<file path="config.mk">
export PLATFORM = sky130hd
export DESIGN_NAME = add_seq_ctrl
export DESIGN_NICKNAME = d
export VERILOG_FILES = /design/src/rtl/add_seq_pkg.sv /design/src/rtl/add_seq_ctrl_add4_slice.sv /design/src/rtl/add_seq_ctrl.sv
export SDC_FILE = /design/constraint.sdc
export NUM_CORES = 1
export LEC_CHECK = 0
export CORE_ASPECT_RATIO = 0.75
export CORE_MARGIN = 10
export CORE_UTILIZATION = 45
export DETAILED_ROUTE_END_ITERATION = 10
export GPL_ROUTABILITY_DRIVEN = 1
export PLACE_DENSITY = 0.74
export SETUP_SLACK_MARGIN = 0.1
export SLEW_MARGIN = 0
export SYNTH_ARGS = -nofsm -noshare
export SYNTH_HDL_FRONTEND = slang
export SYNTH_SLANG_ARGS = --single-unit
export TNS_END_PERCENT = 50
</file>
<file path="constraint.sdc">
create_clock -name clk -period 6.8 [get_ports clk]
set_input_delay 1.36 -clock clk [delete_from_list [all_inputs] [get_ports clk]]
set_output_delay 1.36 -clock clk [all_outputs]
set_load 0.005 [all_outputs]
</file>
<file path="src/rtl/add_seq_pkg.sv">
// Shared types and constants for the nibble-serial adder sequencer.
package add_seq_pkg;

  localparam int SLICE_W = 4;

  typedef enum logic [1:0] {IDLE, RUN, DONE} state_t;

  // Width of the nibble index; never narrower than one bit.
  function automatic int nib_bits(input int nib);
    return (nib > 1) ? $clog2(nib) : 1;
  endfunction

endpackage

</file>
<file path="src/rtl/add_seq_ctrl_add4_slice.sv">
// Combinational 4-bit ripple-carry full-adder slice shared by every nibble step.
module add4_slice
  import add_seq_pkg::*;
(
  input  logic [SLICE_W-1:0] a,
  input  logic [SLICE_W-1:0] b,
  input  logic               cin,
  output logic [SLICE_W-1:0] sum,
  output logic               cout
);

  logic c;

  // NOTE: blocking assignments here are deliberate; the carry ripples through
  // the loop within one evaluation, which is exactly combinational logic.
  always_comb begin
    sum = '0;
    c   = cin;
    for (int i = 0; i < SLICE_W; i++) begin
      sum[i] = a[i] ^ b[i] ^ c;
      c      = (a[i] & b[i]) | (c & (a[i] ^ b[i]));
    end
    cout = c;
  end

endmodule

</file>
<file path="src/rtl/add_seq_ctrl.sv">
// Sequencer adding two WIDTH-bit operands one nibble per clock through a single
// shared 4-bit slice, with valid/ready handshakes on both sides.
module add_seq_ctrl
  import add_seq_pkg::*;
#(
  parameter int WIDTH = 16,
  parameter int NIB   = WIDTH / 4
) (
  input  logic             clk,
  input  logic             rst,
  input  logic             in_valid,
  output logic             in_ready,
  input  logic [WIDTH-1:0] a,
  input  logic [WIDTH-1:0] b,
  input  logic             cin,
  output logic             out_valid,
  input  logic             out_ready,
  output logic [WIDTH-1:0] sum,
  output logic             cout,
  output logic             ovf,
  output logic             busy
);

  localparam int NIB_BITS = nib_bits(NIB);
  localparam int W_BITS   = $clog2(WIDTH);

  state_t               state_q, state_d;
  logic [NIB_BITS-1:0]  idx_q;
  logic [WIDTH-1:0]     a_q, b_q, sum_q;
  logic                 carry_q, cout_q, ovf_q;

  logic [W_BITS-1:0]    base;
  logic [SLICE_W-1:0]   slice_sum;
  logic                 slice_cout;
  logic                 last;

  assign base = W_BITS'(int'(idx_q) * SLICE_W);
  assign last = (idx_q == NIB_BITS'(NIB - 1));

  add4_slice u_slice (
    .a    (a_q[base +: SLICE_W]),
    .b    (b_q[base +: SLICE_W]),
    .cin  (carry_q),
    .sum  (slice_sum),
    .cout (slice_cout)
  );

  always_ff @(posedge clk or posedge rst) begin
    if (rst) state_q <= IDLE;
    else     state_q <= state_d;
  end

  // NOTE: every output is given a default before the case so no path through
  // this block leaves a signal unassigned, which would infer a latch.
  always_comb begin
    state_d   = state_q;
    in_ready  = 1'b0;
    out_valid = 1'b0;
    busy      = 1'b1;
    unique case (state_q)
      IDLE: begin
        in_ready = 1'b1;
        busy     = 1'b0;
        if (in_valid) state_d = RUN;
      end
      RUN:  if (last) state_d = DONE;
      DONE: begin
        out_valid = 1'b1;
        if (out_ready) state_d = IDLE;
      end
      default: state_d = IDLE;
    endcase
  end

  // Datapath registers; all owned here so the slice stays purely combinational.
  always_ff @(posedge clk or posedge rst) begin
    if (rst) begin
      a_q     <= '0;
      b_q     <= '0;
      sum_q   <= '0;
      idx_q   <= '0;
      carry_q <= 1'b0;
      cout_q  <= 1'b0;
      ovf_q   <= 1'b0;
    end else begin
      unique case (state_q)
        IDLE: if (in_valid) begin
          a_q     <= a;
          b_q     <= b;
          carry_q <= cin;
          idx_q   <= '0;
        end
        RUN: begin
          sum_q[base +: SLICE_W] <= slice_sum;
          carry_q                <= slice_cout;
          if (last) begin
            cout_q <= slice_cout;
            ovf_q  <= (a_q[WIDTH-1] == b_q[WIDTH-1]) &&
                      (slice_sum[SLICE_W-1] != a_q[WIDTH-1]);
          end else begin
            idx_q <= idx_q + 1'b1;
          end
        end
        default: ;
      endcase
    end
  end

  assign sum  = sum_q;
  assign cout = cout_q;
  assign ovf  = ovf_q;

endmodule
</file>
==> summary.txt, run 1 <==
Outcome
  – Status: completed

Detailed routing
  – First-pass iteration count of the detailed router: 4
  – Drt wl/cell: around 17 µm
  – DRT iter0 DRCs: 54
  – Post-Route WL: approximately 5500 µm
  – Via density: between 5 and 6
  – DRC: 0
  – Post-DRT Antenna Nets: 0
  – Detailed-route via count: 1,599

Clocking
  – Total CTS buffers: 5
  – Clock Sinks: 55
  – Post-CTS resize count: 0
  – Clock tree buffer depth: 2
  – Clk_lat worst skew: 300 ps
  – H-tree depth: 2
  – Post-CTS setup repair buffer count: 0
  – CTS tree: built
  – Cts hold-fix bufs: 0
  – Worst-path clk slew: 100 ps
  – CTS root buf: clkbuf_8

Logic synthesis
  – Post-Synthesis Cells: 181
  – Most common cell in the netlist: dfrtp_1
  – Mapped cell area: 0.00269 mm²
  – Post-synthesis sequential area ratio: 0.513
  – Post-synth top cells: 55 x dfrtp_1, 30 x mux2_4, 17 x nand2_1, 12 x o31ai_1, 8 x mux4_2
  – Syn avg cell area: 14.8 µm²
  – Synth area leader: dfrtp_1
  – Register bit total from synthesis: 55
  – Unique masters post-synth: 28
  – EDFF count, synth: 0
  – Top post-synthesis cells by area: dfrtp_1 51%, mux2_4 17%, mux4_2 6.7%
  – Post-synth top area share: 0.513
  – FFs w/ async S/R, synth: 1.00
  – Yosys warnings: 0
  – Ys flop type: dfrtp_1
  – Synth Net Count: 228

Run
  – Maximum Capacitance Violations: 0

Setup path
  – CP Buf/Inv Count: 0
  – CP Data Required Time: 6990 ps
  – Crit path launch type: flop
  – Crit path from: idx_q[0]$_DFFE_PP0P_
  – Critical path peak fanout: 16
  – Data arrival, critical path: 3930 ps
  – Critical path, cell by cell: mux4_2 -> fa_1 -> fa_1 -> fa_1 -> fa_1 -> and3b_1 -> a21oi_1 -> o21ai_0
  – Critical path's slowest cell: dfrtp_1
  – Crit end category: flop
  – Crit-path leading delay family: adder cells
  – CP dominant cell by count: fa_1
  – RR Startpoint: idx_q[0]$_DFFE_PP0P_
  – Crit path kind: flop to flop
  – Crit path largest cell delay: 880 ps

Final layout
  – Register Area: 0.00138 mm²
  – Finished Layout Cells: around 320
  – Final cell utilization of the core: 0.592
  – Fraction of layout cells with a size suffix above 1: 0.235
  – Antenna cells: 0
  – Filler cell count: 460
  – Area Growth Syn to Fin: 27.8%
  – Nets@finish: between 200 and 300
  – Multi-input logic area: 0.00124 mm²

STA
  – FMAX: 267 MHz
  – RSZ-0062 raised after global routing: false
  – Final Max Slew Viols: 0
  – TNS Setup: 0 ps
  – Worst slew pin tran: 1090 ps
  – Fin. Hold Viols: 0
  – Period utilization: 0.550
  – Slew HR: 0.272
  – Final setup vio count: 0
  – Fin crit period: 3740 ps
  – Clock skew: 9.15 ps

Placement
  – Final GP Congestion: 0.792
  – Inst Count DP: about 310
  – Port Buf Inserts: 57
  – DP HPWL: 4110 µm

GRT
  – Met3 usage: 0.0407
  – GRT overflow: 0
  – Global-route wire length before repair: around 9000 µm
  – Met1 Use GR: 0.156
  – Gr busiest metal: met2
  – Initial antenna violation count: 0
  – Grt met2 use: 0.183
  – Total track usage: 0.118
  – Vias in the first global route: 1,735
  – Largest net degree at the start of global routing: 56

Power and ir drop
  – Max VDD drop: 0.217 mV
  – Leakage Power: 1.47 nW
  – Part of the power in registers: 0.360
  – Cell Int Power: around 1.1 mW
  – NetSw: 0.590 mW
  – Combinational share of power: 0.491
  – Clk pwr share: 0.149
  – Sw frac: 0.347
  – Pwr/cell area: 495 mW/mm²

Floorplanning
  – Rows: 24
  – Core ar.: 0.00580 mm²
  – Die Ht: 86.9 µm
  – Die X: 109 µm
  – Die footprint: around 0.0095 mm²
  – Initial Util: 0.463
  – Io pins: 58

Min path
  – Worst hold start: sum[5]$_DFFE_PP0P_
  – HP Class: flop to flop
[stage by stage]
step	hold WS (ps)	total power, mW	cell area [µm²]	setup slack [ps]
after floorplan	473	1.20	2690	3330
after global placement	463	1.44	3300	3110
after detailed placement	467	1.46	3300	3030
after CTS	490	1.72	3430	3020
after global routing	520	1.83	3430	2850
final	487	1.70	3430	3060
[registers in the layout, indices dropped and copies added (netlist names)]
name     cells
idx_q        2
ovf          1
carry_q      1
state_q      2
cout         1
sum         16
a_q         16
b_q         16
[cells in the final DEF (no fill, tap or decap), drive strengths merged]
| cell type | n |
|---|---|
| a21oi | 1 |
| a22o | 7 |
| a22oi | 1 |
| and2 | 1 |
| and3b | 1 |
| bufinv | 2 |
| clkbuf | 5 |
| clkdlybuf4s50 | 57 |
| clkinvlp | 1 |
| dfrtp | 55 |
| fa | 4 |
| ha | 6 |
| inv | 4 |
| mux2 | 34 |
| mux4 | 8 |
| nand2 | 17 |
| nand2b | 6 |
| nand3b | 5 |
| nor2 | 2 |
| nor2b | 3 |
| nor4b | 1 |
| o21ai | 2 |
| o21ba | 1 |
| o21bai | 1 |
| o31ai | 12 |
| or2 | 1 |
[cell families after synthesis]
logic type / share of synthesized area
DFF: 0.513
buffers and inverters: 0.0275
muxes: 0.252
adders and majority gates: 0.0578
AOI/OAI and AO/OA: 0.0713
and+or+nand+nor: 0.0792
[worst min-delay path, stage by stage, from the launching register on]
cell and delay (ps):
dfrtp_1 360, nand2_1 50, o31ai_1 50
[layout make-up]
class                      instances  area share
sequential                        55       0.401
clock buffer                       5      0.0201
clock inverter                     3      0.0197
inverter                           4     0.00437
multi-input combinational        114       0.360
timing repair buffer              57       0.166
tap                               78      0.0284
[power by group through the flow]
stage               clock network [mW]  logic (mW)  registers (mW)
floorplan                            0       0.654           0.547
global placement                     0       0.829           0.614
detailed placement                   0       0.848           0.616
CTS                              0.257       0.849           0.613
global route                     0.270       0.922           0.635
finish                           0.253       0.834           0.612
[layer usage]
metal  vias up  routed length (µm)  part of all wire
met5         -                   0                 0
met4         0                  32            0.0059
met3         4                 396             0.072
met2        42                2390              0.44
met1       789                2640              0.48
li1        764                   -                 -
[path summary, 6_finish.rpt]
| kind | to | slack, ps | cells after the start |
|---|---|---|---|
| worst min register to register | sum[5]$_DFFE_PP0P_ | 490 | 2 |
| min in group asynchronous | b_q[0]$_DFFE_PP0P_ | 1650 | 2 |
| worst max-delay path | ovf$_DFFE_PP0P_ | 3060 | 8 |
| worst max register to register | ovf$_DFFE_PP0P_ | 3060 | 8 |
| worst min-delay path | sum[5]$_DFFE_PP0P_ | 490 | 2 |
| max in group asynchronous | a_q[14]$_DFFE_PP0P_ | 4480 | 2 |
Note: power is estimated with default switching activity, not from simulation.
==> run 2: changes to the inputs <==
==> constraint.sdc (replaced) <==
create_clock -name clk -period 3.8 [get_ports clk]
set_input_delay 0.76 -clock clk [delete_from_list [all_inputs] [get_ports clk]]
set_output_delay 0.76 -clock clk [all_outputs]
set_load 0.005 [all_outputs]
==> run 2 against run 1 <==
Power grew 80%. Sequential power increased by 72%. Largest cell class unchanged. Clock-buffer cell count unchanged. Cell area up 0.66%. Hold slack about the same. Die area unchanged. Cell count rose by 0.95%. First-iteration DRC count rose by 46%. Combinational power rose by 85%. Global-route usage rose by 0.46 points. Non-clock buffer count increased by 3. Utilization is 0.39 points higher.
==> summary.txt, run 2 (synthesized netlist as in run 1, its figures left out) <==
Outcome
  – Status: completed

Clocking
  – CTS tree: built
  – Clk_lat worst skew: 310 ps (about the same)
  – H-tree depth: 2 (unchanged)
  – Cts hold-fix bufs: 0 (unchanged)
  – Post-CTS resize count: 0 (unchanged)
  – CTS root buf: clkbuf_8
  – Worst-path clk slew: 100 ps (about the same)
  – Clock Sinks: 55 (unchanged)
  – Clock tree buffer depth: 2 (unchanged)
  – Total CTS buffers: 5 (unchanged)
  – Post-CTS setup repair buffer count: 0 (unchanged)

Power and ir drop
  – Pwr/cell area: 883 mW/mm² (+78%)
  – Max VDD drop: 0.372 mV (+71%)
  – Leakage Power: 1.49 nW (+1.0%)
  – PnR Total Power: 3.05 mW (+80%)

Floorplanning
  – Core ar.: 0.00580 mm² (unchanged)
  – Io pins: 58 (unchanged)
  – Initial Util: 0.463 (unchanged)
  – Rows: 24 (unchanged)
  – Die footprint: 0.00949 mm² (unchanged)
  – Die Ht: 86.9 µm (unchanged)
  – Die X: 109 µm (unchanged)

Min path
  – HP Class: flop to flop
  – Worst Hold End: sum[4]$_DFFE_PP0P_
  – Hold path cells: 2 (unchanged)
  – Worst hold start: sum[4]$_DFFE_PP0P_

STA
  – TNS Setup: 0 ps (unchanged)
  – Fin. Hold Viols: 0 (unchanged)
  – RSZ-0062 raised after global routing: false
  – Fin crit period: 3300 ps (-437 ps)
  – Slew HR: 0.265 (-0.00708)
  – Clock skew: 8.80 ps (-0.341 ps)
  – Worst slew pin tran: 1100 ps (+10.6 ps)
  – Final setup vio count: 0 (unchanged)
  – FMAX: 303 MHz (+13%)
  – Period utilization: 0.869 (+0.319)
  – Final Max Slew Viols: 0 (unchanged)

Final layout
  – Area Growth Syn to Fin: 28.7%
  – Filler cell count: 463 (+0.65%)
  – Most frequent cells in the layout: 57 x clkdlybuf4s50_1, 55 x dfrtp_1, 30 x mux2_4
  – Finished Layout Cells: 319 (+0.95%)
  – Fraction of layout cells with a size suffix above 1: 0.245 (+0.00952)
  – Antenna cells: 0 (unchanged)
  – Nets@finish: 287 (+1.1%)
  – Commonest non-fill, non-tap cell in the layout: clkdlybuf4s50_1

Detailed routing
  – First-pass iteration count of the detailed router: 4 (unchanged)
  – Post-DRT Antenna Nets: 0 (unchanged)
  – Via density: 5.02 (-0.82%)
  – Post-Route WL: 5530 µm (+1.2%)
  – Drt wl/cell: 17.3 µm (+0.22%)
  – Detailed-route via count: 1,601 (+0.13%)
  – DRT iter0 DRCs: 79 (+46%)
  – DRC: 0 (unchanged)

Setup path
  – RR Startpoint: idx_q[0]$_DFFE_PP0P_
  – R2r setup slk: 500 ps (-2560 ps)
  – Crit end category: flop
  – Critical path peak fanout: 5 (-11)
  – Data arrival, critical path: 3510 ps (-420 ps)
  – Critical path, cell by cell: mux4_2 -> fa_1 -> fa_1 -> fa_1 -> fa_1 -> and3b_1 -> a21oi_1 -> o21ai_0
  – CP Data Required Time: 4000 ps (-2990 ps)
  – CP dominant cell by count: fa_1
  – Critical path's slowest cell: fa_1
  – Crit path kind: flop to flop
  – Path depth of the worst reg2reg path: 8 (unchanged)
  – RR Endpoint: ovf$_DFFE_PP0P_
  – Crit path launch type: flop
  – Crit path largest cell delay: 570 ps (-310 ps)

GRT
  – Global-route wire length before repair: 9200 µm (+2.7%)
  – Initial antenna violation count: 0 (unchanged)
  – GRT overflow: 0 (unchanged)
  – Vias in the first global route: 1,785 (+2.9%)
  – Total track usage: 0.123 (+0.00464)
  – Largest net degree at the start of global routing: 56 (unchanged)

Placement
  – Port Buf Inserts: 57 (unchanged)
  – DP HPWL: 4270 µm (+3.7%)
  – Inst Count DP: 311 (+0.97%)
  – Final GP Congestion: 0.769 (-2.9%)

Run
  – Maximum Capacitance Violations: 0 (unchanged)
==> run 2: cell count changes in the layout (fill, tap and decap cells not counted), sizes merged <==
cell,delta
buf,+3
==> run 2: final cells by class <==
cell class                      count  area, µm²  share of cell area
Clock buffer                        5       68.8              0.0199
Clock inverter                      3       67.6              0.0196
Inverter                            4       15.0             0.00435
Multi-Input combinational cell    114       1240               0.358
Sequential cell                    55       1380               0.398
Tap cell                           78       97.6              0.0283
Timing Repair Buffer               60        593               0.172
==> run 2: layer usage <==
metal,track usage,wire length (µm),part of all wire,up-vias
met5,0,0,0,-
met4,0.0318,49,0.0089,0
met3,0.0429,415,0.075,6
met2,0.189,2400,0.43,44
met1,0.161,2660,0.48,777
li1,-,-,-,774
==> run 2: worst max-delay path by stage <==
stage / startpoint / endpoint / slack, ps
2_1_floorplan: idx_q[0]$_DFFE_PP0P_ / ovf$_DFFE_PP0P_ / 330
5_1_grt: idx_q[0]$_DFFE_PP0P_ / ovf$_DFFE_PP0P_ / 310
6_report: idx_q[0]$_DFFE_PP0P_ / ovf$_DFFE_PP0P_ / 500
3_5_place_dp: idx_q[0]$_DFFE_PP0P_ / ovf$_DFFE_PP0P_ / 460
3_3_place_gp: idx_q[0]$_DFFE_PP0P_ / ovf$_DFFE_PP0P_ / 550
4_1_cts: idx_q[0]$_DFFE_PP0P_ / ovf$_DFFE_PP0P_ / 470
==> run 2: stage by stage <==
step	area (µm²)	setup slack, ps	util	hold slack (ps)
final	3450	498	0.596	487
after global routing	3450	314	0.596	515
after CTS	3450	467	0.596	495
after detailed placement	3320	462	0.573	472
after global placement	3320	548	0.573	464
after floorplan	2690	329	-	473
==> run 2: report_power, final <==
part           switching, mW  internal [mW]  leakage [nW]
combinational          0.660          0.885         0.742
clock                  0.192          0.263        0.0644
sequential             0.206          0.847         0.684
==> run 2: critical path: cells and delay by family, from the launching register on <==
family	cells	cell delay, ps
compound gates	2	190
fa+ha+maj	4	1760
flops	1	500
mux	1	560
simple gates	1	200
==> run 3: changes to the inputs <==
--- a/config.mk
+++ b/config.mk
@@ -5,13 +5,13 @@
 export SDC_FILE = /design/constraint.sdc
 export NUM_CORES = 1
 export LEC_CHECK = 0
+export CAP_MARGIN = 20
 export CORE_ASPECT_RATIO = 0.75
 export CORE_MARGIN = 10
 export CORE_UTILIZATION = 45
 export DETAILED_ROUTE_END_ITERATION = 10
 export GPL_ROUTABILITY_DRIVEN = 1
 export PLACE_DENSITY = 0.74
-export SETUP_SLACK_MARGIN = 0.1
 export SLEW_MARGIN = 0
 export SYNTH_ARGS = -nofsm -noshare
 export SYNTH_HDL_FRONTEND = slang
==> run 3 against run 2 <==
Non-clock buffer count up 1. Utilization decreased by 0.56 points. Hold slack got worse by 1.7 ps. Cell area decreased by 0.94%. Register-to-register slack is essentially flat. Wire length increased by 0.11%. Critical path depth stayed put. Critical path type unchanged. Largest power group unchanged. Sequential power is essentially flat. Via count decreased by 0.62%. Highest routed layer unchanged. Setup slack worse by 5.6 ps. Sequential share of layout area increased by 0.38 points.
==> summary.txt, run 3 (synthesized netlist as in run 1, its figures left out) <==
Clocking
  – Cts hold-fix bufs: 0 (unchanged)
  – H-tree depth: 2 (unchanged)
  – Total CTS buffers: 5 (unchanged)
  – Clk_lat worst skew: 310 ps (about the same)
  – Clock Sinks: 55 (unchanged)
  – Post-CTS setup repair buffer count: 0 (unchanged)
  – Post-CTS resize count: 0 (unchanged)
  – Clock tree buffer depth: 2 (unchanged)
  – CTS tree: built
  – Worst-path clk slew: 100 ps (about the same)
  – CTS root buf: clkbuf_8

GRT
  – Global-route wire length before repair: 9130 µm (-0.75%)
  – Vias in the first global route: 1,746 (-2.2%)
  – Gr busiest metal: met2
  – GRT overflow: 0 (unchanged)
  – Grt met2 use: 0.180 (-0.00870)
  – Largest net degree at the start of global routing: 33 (-41%)
  – Met3 usage: 0.0392 (-0.00370)
  – Total track usage: 0.122 (-0.000136)
  – Initial antenna violation count: 0 (unchanged)
  – Met1 Use GR: 0.166 (+0.00504)

Final layout
  – Most frequent cells in the layout: 57 x clkdlybuf4s50_1, 55 x dfrtp_1, 30 x mux2_4
  – Nets@finish: 288 (+0.35%)
  – Filler cell count: 482 (+4.1%)
  – Design Area, Final: 0.00342 mm² (-0.94%)
  – Commonest non-fill, non-tap cell in the layout: clkdlybuf4s50_1
  – Antenna cells: 0 (unchanged)
  – Fraction of layout cells with a size suffix above 1: 0.248 (+0.00312)
  – Area Growth Syn to Fin: 27.4%

STA
  – Slew HR: 0.646 (+0.381)
  – Final setup vio count: 0 (unchanged)
  – Worst slew pin tran: 530 ps (-571 ps)
  – Clock skew: 7.18 ps (-1.63 ps)
  – TNS Setup: 0 ps (unchanged)
  – Fin. Hold Viols: 0 (unchanged)
  – RSZ-0062 raised after global routing: false
  – Fin crit period: 3310 ps (+5.55 ps)
  – FMAX: 302 MHz (-0.17%)
  – Worst setup margin: 492 ps (-5.55 ps)
  – Period utilization: 0.870 (+0.00146)
  – Final Max Slew Viols: 0 (unchanged)

Power and ir drop
  – PnR Total Power: 2.90 mW (-4.9%)
  – Pwr/cell area: 848 mW/mm² (-3.9%)
  – Leakage Power: 1.48 nW (-0.49%)
  – Max VDD drop: 0.310 mV (-17%)

Run
  – Maximum Capacitance Violations: 0 (unchanged)

Detailed routing
  – Drt wl/cell: 17.3 µm (-0.20%)
  – Detailed-route via count: 1,591 (-0.62%)
  – Post-Route WL: 5530 µm (+0.11%)
  – Via density: 4.97 (-0.94%)
  – Post-DRT Antenna Nets: 0 (unchanged)
  – DRC: 0 (unchanged)
  – DRT iter0 DRCs: 73 (-7.6%)
  – First-pass iteration count of the detailed router: 4 (unchanged)

Floorplanning
  – Die X: 109 µm (unchanged)
  – Io pins: 58 (unchanged)
  – Die Ht: 86.9 µm (unchanged)
  – Core ar.: 0.00580 mm² (unchanged)
  – Initial Util: 0.463 (unchanged)
  – Rows: 24 (unchanged)
  – Die footprint: 0.00949 mm² (unchanged)

Placement
  – Post-DP Area: 0.00334 mm² (+0.60%)
  – Final GP Congestion: 0.769 (unchanged)
  – Port Buf Inserts: 57 (unchanged)
  – Dpl ws: 463 ps (+0.850 ps)
  – DP HPWL: 4350 µm (+2.1%)

Setup path
  – Data arrival, critical path: 3500 ps (about the same)
  – CP Data Required Time: 4000 ps (about the same)
  – Crit path kind: flop to flop
  – Crit end category: flop
  – R2r setup slk: 490 ps (about the same)
  – Critical path peak fanout: 5 (unchanged)
  – Crit path launch type: flop

Min path
  – HP Class: flop to flop

Outcome
  – Status: completed
-- run 3: cell types whose count changed in the layout (fill, tap and decap cells not counted), sizes merged --
cell | previous run | this run
clkinv | 0 | 3
buf | 3 | 4
bufinv | 2 | 0
clkinvlp | 1 | 0
-- run 3: where the power goes --
| group | leakage [nW] | internal, mW | switching, mW |
|---|---|---|---|
| Sequential | 0.684 | 0.847 | 0.205 |
| Combinational | 0.752 | 0.884 | 0.655 |
| Clock | 0.0477 | 0.127 | 0.185 |
| Total | 1.48 | 1.86 | 1.05 |
-- run 3: critical path: stages, from the launching register on --
cell and delay (ps):
dfrtp_1 510, mux4_2 570, fa_1 420, fa_1 380, fa_1 390, fa_1 560, and3b_1 190, a21oi_1 110
o21ai_0 80
-- run 3: cell type report --
type	count	area, µm²	share of cell area
clock buffers	5	68.8	0.0201
well taps	78	97.6	0.0285
repair buffers	61	613	0.179
clock inverters	3	15.0	0.00439
flip-flops and latches	55	1380	0.402
multi-input cells	114	1240	0.361
inverters	4	15.0	0.00439
-- run 3: final timing paths --
path	start	to	depth (start not counted)
max	idx_q[0]$_DFFE_PP0P_	ovf$_DFFE_PP0P_	8
max reg2reg	idx_q[0]$_DFFE_PP0P_	ovf$_DFFE_PP0P_	8
min	sum[4]$_DFFE_PP0P_	sum[4]$_DFFE_PP0P_	2
max in group asynchronous	rst	a_q[3]$_DFFE_PP0P_	3
min reg2reg	sum[4]$_DFFE_PP0P_	sum[4]$_DFFE_PP0P_	2
min in group asynchronous	rst	b_q[0]$_DFFE_PP0P_	2
-- run 3: metal layers --
metal  vias to the layer above  wire length [µm]
met5                         -                 0
met4                         0                62
met3                         5               376
met2                        41              2330
met1                       770              2760
li1                        775                 -
-- run 3: per-stage QoR --
step	instances	utilization	hold WS [ps]
finish	320	0.590	486
global route	320	0.590	525
CTS	320	0.590	494
detailed placement	312	0.576	472
global placement	311	0.573	464
floorplan	181	-	473
